`config.mk`:
```
export PLATFORM = sky130hd
export DESIGN_NAME = pcap_stream_arbiter
export DESIGN_NICKNAME = d
export VERILOG_FILES = /design/src/rtl/pcap_pkg.sv /design/src/rtl/axis_reg_slice.sv /design/src/rtl/pcap_stream_arbiter.sv
export SDC_FILE = /design/constraint.sdc
export NUM_CORES = 1
export LEC_CHECK = 0
export ABC_AREA = 1
export CAP_MARGIN = 0
export CELL_PAD_IN_SITES_DETAIL_PLACEMENT = 0
export CELL_PAD_IN_SITES_GLOBAL_PLACEMENT = 2
export CORE_UTILIZATION = 20
export CTS_BUF_LIST = sky130_fd_sc_hd__clkbuf_8
export DETAILED_ROUTE_END_ITERATION = 7
export HOLD_SLACK_MARGIN = 0.1
export PLACE_DENSITY = 0.81
export SETUP_SLACK_MARGIN = 0.4
export SLEW_MARGIN = 20
export SYNTH_ARGS = -nofsm -noshare
export SYNTH_HDL_FRONTEND = slang
export SYNTH_HIERARCHICAL = 1
export SYNTH_SLANG_ARGS = --single-unit
```
`constraint.sdc`:
```
create_clock -name clk -period 2.43 [get_ports clk]
set_clock_uncertainty 0.05 [all_clocks]
set_input_delay 0.6075 -clock clk [delete_from_list [all_inputs] [get_ports clk]]
set_output_delay 0.6075 -clock clk [all_outputs]
set_load 0.03 [all_outputs]
```
`src/rtl/pcap_pkg.sv`:
```
// Shared types and helpers for the pcap replay stream arbiter.
package pcap_pkg;

    typedef enum logic [1:0] {
        ARB  = 2'd0,
        XFER = 2'd1,
        GAP  = 2'd2
    } arb_state_t;

    localparam int IFG_W   = 8;
    localparam int MAX_SRC = 16;

    // Round-robin search: first set bit in mask starting at last+1, wrapping modulo num_src.
    function automatic logic [3:0] rr_next(input logic [MAX_SRC-1:0] mask,
                                           input logic [3:0]         last,
                                           input int                 num_src);
        logic [3:0] win;
        logic       found;
        int         idx;
        win   = '0;
        found = 1'b0;
        for (int k = 1; k <= MAX_SRC; k++) begin
            idx = (int'(last) + k) % num_src;
            if (!found && (k <= num_src) && mask[idx[3:0]]) begin
                win   = 4'(idx);
                found = 1'b1;
            end
        end
        return win;
    endfunction

endpackage

```
`src/rtl/axis_reg_slice.sv`:
```
// Single-entry output register with valid/ready hold; accepts a new beat
// whenever it is empty or being drained in the same cycle.
module axis_reg_slice #(
    parameter int W = 8
) (
    input  logic         clk,
    input  logic         rst_n,
    input  logic [W-1:0] in_data,
    input  logic         in_valid,
    output logic         in_ready,
    output logic [W-1:0] out_data,
    output logic         out_valid,
    input  logic         out_ready
);

    logic [W-1:0] data_reg;
    logic         valid_reg;

    assign in_ready  = !valid_reg || out_ready;
    assign out_data  = data_reg;
    assign out_valid = valid_reg;

    // Load on accept, drop valid once drained, otherwise hold.
    always_ff @(posedge clk or negedge rst_n) begin
        if (!rst_n) begin
            data_reg  <= '0;
            valid_reg <= 1'b0;
        end else if (in_valid && in_ready) begin
            data_reg  <= in_data;
            valid_reg <= 1'b1;
        end else if (out_ready) begin
            valid_reg <= 1'b0;
        end
    end

endmodule

```
`src/rtl/pcap_stream_arbiter.sv`:
```
// Packet-granular round-robin merge of NUM_SRC packet streams onto one
// registered output, with a programmable gap after each packet.
module pcap_stream_arbiter
    import pcap_pkg::*;
#(
    parameter int NUM_SRC    = 4,
    parameter int AXIS_WIDTH = 64,
    parameter int MIN_IFG    = 0,
    localparam int SEL_W     = $clog2(NUM_SRC)
) (
    input  logic                           clk,
    input  logic                           rst_n,
    input  logic [NUM_SRC*AXIS_WIDTH-1:0]  s_data,
    input  logic [NUM_SRC*AXIS_WIDTH/8-1:0] s_strb,
    input  logic [NUM_SRC-1:0]             s_valid,
    input  logic [NUM_SRC-1:0]             s_sop,
    input  logic [NUM_SRC-1:0]             s_eop,
    output logic [NUM_SRC-1:0]             s_ready,
    input  logic [NUM_SRC-1:0]             src_enable,
    output logic [AXIS_WIDTH-1:0]          m_data,
    output logic [AXIS_WIDTH/8-1:0]        m_strb,
    output logic                           m_valid,
    output logic                           m_sop,
    output logic                           m_eop,
    input  logic                           m_ready,
    output logic [SEL_W-1:0]               grant_id,
    output logic                           busy,
    output logic [31:0]                    pkt_count,
    output logic                           proto_err
);

    localparam int STRB_W = AXIS_WIDTH / 8;
    localparam int PW     = AXIS_WIDTH + STRB_W + 2;

    arb_state_t         state_reg, state_next;
    logic [SEL_W-1:0]   grant_id_reg, grant_id_next;
    logic [SEL_W-1:0]   last_reg, last_next;
    logic               busy_reg, busy_next;
    logic [IFG_W-1:0]   ifg_cnt_reg, ifg_cnt_next;
    logic               first_beat_reg, first_beat_next;
    logic [31:0]        pkt_count_reg, pkt_count_next;
    logic               proto_err_reg, proto_err_next;

    logic [AXIS_WIDTH-1:0] src_data [NUM_SRC];
    logic [STRB_W-1:0]     src_strb [NUM_SRC];
    logic [NUM_SRC-1:0]    cand_mask, bad_mask;
    logic [SEL_W-1:0]      winner;

    logic          sel_valid, sel_sop, sel_eop;
    logic          slice_in_valid, slice_in_ready, accept;
    logic [PW-1:0] slice_in_data, slice_out_data;

    generate
        for (genvar gi = 0; gi < NUM_SRC; gi++) begin : g_src
            assign src_data[gi] = s_data[gi*AXIS_WIDTH +: AXIS_WIDTH];
            assign src_strb[gi] = s_strb[gi*STRB_W +: STRB_W];
            // Only the locked source sees ready, and only while the output register can take a beat.
            assign s_ready[gi]  = (state_reg == XFER) && (grant_id_reg == SEL_W'(gi)) && slice_in_ready;
        end
    endgenerate

    assign cand_mask = s_valid & s_sop & src_enable;
    assign bad_mask  = s_valid & ~s_sop & src_enable;
    assign winner    = SEL_W'(rr_next(MAX_SRC'(cand_mask), 4'(last_reg), NUM_SRC));

    assign sel_valid      = s_valid[grant_id_reg];
    assign sel_sop        = s_sop[grant_id_reg];
    assign sel_eop        = s_eop[grant_id_reg];
    assign slice_in_valid = (state_reg == XFER) && sel_valid;
    assign accept         = slice_in_valid && slice_in_ready;
    assign slice_in_data  = {src_data[grant_id_reg], src_strb[grant_id_reg], sel_sop, sel_eop};

    axis_reg_slice #(.W(PW)) u_out_slice (
        .clk       (clk),
        .rst_n     (rst_n),
        .in_data   (slice_in_data),
        .in_valid  (slice_in_valid),
        .in_ready  (slice_in_ready),
        .out_data  (slice_out_data),
        .out_valid (m_valid),
        .out_ready (m_ready)
    );

    assign {m_data, m_strb, m_sop, m_eop} = slice_out_data;
    assign grant_id  = grant_id_reg;
    assign busy      = busy_reg;
    assign pkt_count = pkt_count_reg;
    assign proto_err = proto_err_reg;

    // Next-state logic: arbitration, packet lock, gap countdown, counters and error flag.
    always_comb begin
        state_next      = state_reg;
        grant_id_next   = grant_id_reg;
        last_next       = last_reg;
        busy_next       = busy_reg;
        ifg_cnt_next    = ifg_cnt_reg;
        first_beat_next = first_beat_reg;
        proto_err_next  = proto_err_reg;
        pkt_count_next  = pkt_count_reg + 32'(m_valid && m_ready && m_eop);
        case (state_reg)
            ARB: begin
                if (|bad_mask) proto_err_next = 1'b1;
                if (|cand_mask) begin
                    grant_id_next   = winner;
                    last_next       = winner;
                    busy_next       = 1'b1;
                    first_beat_next = 1'b1;
                    state_next      = XFER;
                end
            end
            XFER: begin
                if (accept) begin
                    first_beat_next = 1'b0;
                    // A second sop inside a locked packet is flagged but still forwarded.
                    if (sel_sop && !first_beat_reg) proto_err_next = 1'b1;
                    if (sel_eop) begin
                        busy_next = 1'b0;
                        if (MIN_IFG > 0) begin
                            state_next   = GAP;
                            ifg_cnt_next = IFG_W'(MIN_IFG);
                        end else begin
                            state_next = ARB;
                        end
                    end
                end
            end
            GAP: begin
                if (ifg_cnt_reg <= IFG_W'(1)) begin
                    state_next   = ARB;
                    ifg_cnt_next = '0;
                end else begin
                    ifg_cnt_next = ifg_cnt_reg - IFG_W'(1);
                end
            end
            default: state_next = ARB;
        endcase
    end

    // State register; last starts at NUM_SRC-1 so source 0 has first priority.
    always_ff @(posedge clk or negedge rst_n) begin
        if (!rst_n) begin
            state_reg      <= ARB;
            grant_id_reg   <= '0;
            last_reg       <= SEL_W'(NUM_SRC - 1);
            busy_reg       <= 1'b0;
            ifg_cnt_reg    <= '0;
            first_beat_reg <= 1'b0;
            pkt_count_reg  <= '0;
            proto_err_reg  <= 1'b0;
        end else begin
            state_reg      <= state_next;
            grant_id_reg   <= grant_id_next;
            last_reg       <= last_next;
            busy_reg       <= busy_next;
            ifg_cnt_reg    <= ifg_cnt_next;
            first_beat_reg <= first_beat_next;
            pkt_count_reg  <= pkt_count_next;
            proto_err_reg  <= proto_err_next;
        end
    end

endmodule
```
==> results of run 1 <==
per-layer routing:
| metal | vias up | global-route usage | wire length (µm) |
|---|---|---|---|
| li1 | 3907 | - | - |
| met1 | 3804 | 0.214 | 13900 |
| met2 | 322 | 0.299 | 15500 |
| met3 | 40 | 0.0462 | 2160 |
| met4 | 0 | 0.0542 | 679 |
| met5 | - | 0 | 0 |
through the flow:
stage                     instance area [µm²]  power (W)   util  std cells
after CTS                               12000     0.0123  0.357       1765
final                                   12200     0.0126  0.362       1774
after floorplan                          6900    0.00755      -        886
after global routing                    12200     0.0136  0.362       1774
after detailed placement                11700     0.0108  0.349       1732
after global placement                  11700     0.0108  0.349       1732
cells in the mapped netlist, types with 6 or more instances:
cell type | count | area (µm²)
nand2_1 | 319 | 1200
a22oi_1 | 128 | 961
nand3_1 | 121 | 606
dfrtp_1 | 112 | 2800
inv_1 | 29 | 109
clkbuf_1 | 26 | 97.6
nor2_1 | 23 | 86.3
xor2_1 | 19 | 166
buf_2 | 11 | 55.1
nand4_1 | 11 | 68.8
xnor2_1 | 11 | 96.3
nor3_1 | 9 | 45.0
buf_4 | 8 | 60.1
inv_2 | 8 | 30.0
buf_6 | 6 | 67.6
power groups by stage:
| stage | combinational, W | sequential [W] | clock, W |
|---|---|---|---|
| final | 0.00776 | 0.00304 | 0.00182 |
| after global routing | 0.00848 | 0.00314 | 0.00200 |
| after CTS | 0.00734 | 0.00304 | 0.00193 |
| after detailed placement | 0.00777 | 0.00308 | 0 |
| after global placement | 0.00777 | 0.00306 | 0 |
| after floorplan | 0.00330 | 0.00425 | 0 |
worst reg2reg max path, delay by kind of cell, from the launching register on:
family / cells / cell delay [ps]
flops: 1 / 430
xor+xnor: 1 / 110
fa+ha+maj: 2 / 290
simple gates: 8 / 940
logic make-up (layout without fill, tap and decap cells):
group	Yosys count	in the layout	share of synthesized area
buffers and inverters	91	531	0.0627
AND/OR/NAND/NOR	512	512	0.331
flip-flops	114	114	0.416
XOR/XNOR	30	30	0.0383
adder cells (fa/ha/maj)	3	3	0.00547
AO/OA/AOI/OAI	136	136	0.147
final cells by class:
cell class / count / area, µm² / area share
clock buffers: 19 / 262 / 0.0215
clock inverters: 13 / 125 / 0.0103
inverters: 37 / 139 / 0.0114
multi-input cells: 681 / 3690 / 0.303
flip-flops and latches: 114 / 2860 / 0.235
well taps: 448 / 561 / 0.0461
repair buffers: 462 / 4530 / 0.373
cells in the final DEF (no fill, tap or decap), drive strengths merged:
cell type and count:
nand2 323, clkdlybuf4s50 304, a22oi 128, nand3 123
dfrtp 112, dlygate4sd2 86, inv 42, buf 41
clkbuf 38, nor2 31, xor2 19, nor3 13
nand4 12, xnor2 11, clkdlybuf4s15 11, nor4 5
clkinv 5, o22ai 4, a21oi 3, and3 3
ha 3, clkinvlp 2, dfstp 2, nand3b 2
o21ai 1, bufinv 1, dlygate4sd3 1
timing repair:
action                                  in CTS  in global routing
pin swaps                                    0                  8
hold buffers                                 1                  0
gates resized for setup                    130                 51
setup buffers                                0                  4
gates cloned                                 0                  5
hold endpoints to repair                    20                  0
endpoints found under the setup margin     128                105
worst max path at each step:
stage / end / slack [ps] / start / depth (start not counted)
after floorplan: pkt_count[22]$_DFF_PN0_ / 320 / m_ready / 11
after global placement: pkt_count[22]$_DFF_PN0_ / -280 / m_ready / 12
after detailed placement: pkt_count[22]$_DFF_PN0_ / -330 / m_ready / 12
after CTS: s_ready[1] / 290 / grant_id[1]$_DFFE_PN0P_ / 4
after global routing: s_ready[2] / 310 / grant_id[0]$_DFFE_PN0P_ / 4
final: s_ready[1] / 390 / m_ready / 6
==> results.json, run 1 <==
{
  "status": "finished, final reports clean",
  "post-place-ws_ps": -329,
  "finalCritPeriodShare": 0.838,
  "place_congestion": 0.834,
  "p_comb_frac": 0.615,
  "clock.fmax_ghz": 0.491,
  "setup_violations": 0,
  "syn_area_um2": 6870,
  "worst_pin_slew_ps": 467,
  "num_rows": 67,
  "period_needed_ps": 2040,
  "synth.distinct_cells": 35,
  "hpwl_um": 23800,
  "die_area_um2": 35100,
  "yosys_warnings": 6,
  "critical_path_class": "primary input to primary output",
  "worst_hold_slack_ps": 417,
  "netSwitchingFraction": 0.499,
  "fp.dieW_um": 187,
  "track_usage": 0.175,
  "min_path_type": "flip-flop to flip-flop",
  "synth_seq_area_share": 0.416,
  "synth.net_count": 1196,
  "setup_tns_ps": 0,
  "wirelength_um": 32200,
  "leakagePower_nw": 5.79,
  "slew_violations": 0,
  "start_kind": "primary input",
  "clkPwrFrac": 0.144,
  "grt_pass1_wl_um": 48200,
  "synthArstFlopShare": 1.00,
  "ys_ff_latch": 114,
  "switching_power_w": 0.00630,
  "viasPerCell": 4.55,
  "largest_reg_flops": 74,
  "clk_latency_ps": 440,
  "p_int_w": 0.00632,
  "final_nets": 1623,
  "vias": 8073,
  "power_density_nw_per_um2": 1040,
  "maxSlewHeadroom": 0.689,
  "timing.rr.end": "pkt_count[22]$_DFF_PN0_",
  "start_util": 0.204,
  "antenna_found_initial": 0,
  "crit_required_ps": 1770,
  "grt_max_degree": 73,
  "numPortBuffers": 421,
  "cts_tree": "yes",
  "drtIter0Drc": 391,
  "rrSetupSlack_ps": 520,
  "min_delay_path_depth": 1,
  "crit_top_cell": "nand2_4",
  "clk_pin_slew_worst_paths_ps": 80,
  "drcViolationCount": 0,
  "fp.dieH_um": 187,
  "area_delta_synth_final_pct": 77.2,
  "cap_viol_max_count": 0,
  "grt_pass1_vias": 8439,
  "routedWlPerCell_um": 18.2,
  "path_buf_inv": 3,
  "final.setup.worst_slack_ps": 393,
  "synth-edff-count": 0,
  "cpMaxStageDelayCell": "clkdlybuf4s15_1",
  "synthFlopType": "dfrtp_1",
  "cpPeakStageDelay_ps": 250,
  "hold_end": "pkt_count[31]$_DFF_PN0_",
  "cts_buffers": 17,
  "ioPinCount": 422,
  "synthesis.instances": 886,
  "crit_family": "buffers and inverters",
  "grt_overflow": 0,
  "numClockSinks": 114,
  "arrival_ps": 1380,
  "coreArea_um2": 33600,
  "rsz0062_at_grt": "yes",
  "crit_chain": "clkdlybuf4s15_1 -> inv_2 -> nand2_4 -> nand2_4 -> nor2_1 -> buf_4",
  "cts_buffer_depth": 2,
  "final.fill_count": 3542,
  "reg2regPathDepth": 11,
  "drive_gt1_frac": 0.109,
  "min_from": "pkt_count[31]$_DFF_PN0_",
  "cts_root_buffer": "clkbuf_8",
  "syn_area_per_cell_um2": 7.75,
  "drt_pass1_iterations": 5,
  "worstSetupEndpointType": "primary output",
  "timing.rr.start": "u_out_slice/out_valid$_DFFE_PN0P_",
  "cts.htree.levels": 4,
  "antenna_cells": 0,
  "crit_fanout": 6,
  "peakVddDrop_mv": 0.638,
  "final_antenna_net_count": 0,
  "p_seq_frac": 0.241,
  "hold_viol_final": 0
}
Power figures use the tool's default switching activity.
==> run 2: changes to the inputs <==
clock period = 1.9 ns   (was 2.43 ns; I/O delays follow)
==> run 2 against run 1 <==
The flow now finishes with violations (setup timing). Total power grew 45%. Final area grew 14%. Combinational power grew 52%. Non-clock buffer count grew 112. Utilization grew 5.0 points. Routed wire length is essentially flat. Global-route usage grew 0.24 points. Sequential power grew 33%. Sequential share of layout area shrank 2.7 points. First-iteration DRC count grew 4.9%. Critical path depth shrank 1. Largest cell class unchanged.
==> results.json, run 2 (synthesis results as in run 1) <==
{
  "final_cell_mix": "clkdlybuf4s50_1, nand2_1, buf_6",
  "grt_pass1_wl_um": 48600,
  "clock.fmax_ghz": 0.516,
  "drive_gt1_frac": 0.302,
  "coreArea_um2": 33600,
  "num_rows": 67,
  "cts_buffer_depth": 2,
  "crit_required_ps": 1370,
  "min_path_type": "primary input to asynchronous set/reset pin",
  "grt_max_degree": 58,
  "peakVddDrop_mv": 0.699,
  "violations": "setup timing",
  "grt_use_met3": 0.0531,
  "final_antenna_net_count": 0,
  "crit_top_cell": "buf_6",
  "wirelength_um": 32200,
  "slew_violations": 0,
  "cap_viol_max_count": 0,
  "arrival_ps": 1410,
  "busiest_layer": "met2",
  "largest_reg_flops": 74,
  "hold_viol_final": 0,
  "antenna_found_initial": 3,
  "finalCritPeriodShare": 1.02,
  "fp.dieW_um": 187,
  "cpPeakStageDelay_ps": 500,
  "track_usage": 0.178,
  "cts_tree": "yes",
  "grt_pass1_vias": 8626,
  "rsz0062_at_grt": "yes",
  "routedWlPerCell_um": 17.1,
  "crit_end": "s_ready[1]",
  "setup_tns_ps": -62.1,
  "area_delta_synth_final_pct": 102,
  "cts_root_buffer": "clkbuf_8",
  "crit_fanout": 5,
  "hpwl_um": 24200,
  "crit_chain": "inv_4 -> nand2_4 -> buf_6 -> nor2_4 -> buf_6",
  "maxSlewHeadroom": 0.648,
  "final_common_cell": "clkdlybuf4s50_1",
  "crit_start": "grant_id[1]$_DFFE_PN0P_",
  "cts_buffers": 17,
  "clk_latency_ps": 430,
  "ioPinCount": 422,
  "status": "finished, violations left",
  "cts.htree.levels": 4,
  "final_nets": 1736,
  "worstSetupEndpointType": "primary output",
  "crit_family": "flip-flops",
  "cp.depth": 5,
  "timing.rr.end": "u_out_slice/out_data[39]$_DFFE_PN0P_",
  "start_kind": "flip-flop",
  "start_util": 0.204,
  "use_met1": 0.214,
  "die_area_um2": 35100,
  "numPortBuffers": 421,
  "final.setup.worst_slack_ps": -38.3,
  "cpMaxStageDelayCell": "dfrtp_2",
  "timing.rr.start": "grant_id[1]$_DFFE_PN0P_",
  "power_density_nw_per_um2": 1320,
  "leakagePower_nw": 6.56,
  "vias": 8482,
  "place_congestion": 0.832,
  "drt_pass1_iterations": 5,
  "drtIter0Drc": 410,
  "reg2regPathDepth": 10,
  "setup_violations": 6,
  "path_buf_inv": 3,
  "worst_pin_slew_ps": 524,
  "final_util": 0.412,
  "fp.dieH_um": 187,
  "critical_path_class": "flip-flop to primary output",
  "rrSetupSlack_ps": 0,
  "drcViolationCount": 0,
  "clk_pin_slew_worst_paths_ps": 80,
  "numClockSinks": 114,
  "grt_use_met2": 0.304,
  "grt_overflow": 0,
  "period_needed_ps": 1940,
  "viasPerCell": 4.49
}
run 2: layer usage:
| metal | vias to the layer above | part of all wire |
|---|---|---|
| met1 | 4003 | 0.42 |
| met3 | 36 | 0.069 |
| li1 | 4124 | - |
| met4 | 4 | 0.019 |
| met5 | - | 0.00084 |
| met2 | 315 | 0.49 |
run 2: metrics by stage:
stage	setup WS (ps)	hold slack (ps)	total power, W	std cells	instance area [µm²]
2_1_floorplan	-83.1	129	0.0101	886	7110
5_1_grt	-103	371	0.0196	1888	13900
3_3_place_gp	-655	303	0.0146	1756	12200
3_5_place_dp	-673	305	0.0146	1756	12200
4_1_cts	-72.3	351	0.0180	1851	13300
6_report	-38.3	381	0.0183	1888	13900
run 2: how the worst min path moves through the flow:
stage          startpoint                                    to  slack (ps)  cells after the start
6_report            rst_n  u_out_slice/out_data[35]$_DFFE_PN0P_         380                      2
5_1_grt             rst_n  u_out_slice/out_data[35]$_DFFE_PN0P_         370                      2
4_1_cts             rst_n  u_out_slice/out_data[35]$_DFFE_PN0P_         350                      2
3_5_place_dp        rst_n  u_out_slice/out_data[35]$_DFFE_PN0P_         310                      1
3_3_place_gp        rst_n  u_out_slice/out_data[35]$_DFFE_PN0P_         300                      1
2_1_floorplan       rst_n            first_beat_reg$_DFFE_PN0P_         130                      0
run 2: area by class of cell:
type | count | area, µm²
well taps | 448 | 561
clock buffers | 18 | 248
multi-input cells | 681 | 4030
clock inverters | 14 | 164
fillers | 3399 | 19800
repair inverters | 1 | 6.26
flip-flops and latches | 114 | 2880
inverters | 37 | 161
diodes | 1 | 2.50
repair buffers | 574 | 5790
run 2: worst reg2reg max path, stage by stage, from the launching register on:
cell and delay [ps]:
dfrtp_2 500, inv_4 110, nand2_4 60, buf_4 130, inv_4 60, nand2_1 50, and3_4 200, nor2_4 190
buf_12 250, nand3_1 170, nand2_1 80
run 2: report_power, final:
group	switching, W	total (W)	internal, W
combinational	0.00660	0.0118	0.00522
clock	0.00112	0.00244	0.00133
sequential	0.000709	0.00405	0.00334
run 2: timing repair:
| item | CTS | global route |
|---|---|---|
| hold buffers | 1 | 0 |
| setup buffers | 62 | 35 |
| resized for setup | 816 | 71 |
| hold endpoints to repair | 11 | 0 |
| endpoints found under the setup margin | 223 | 223 |
| pin swaps | 33 | 36 |
| cloned | 0 | 1 |
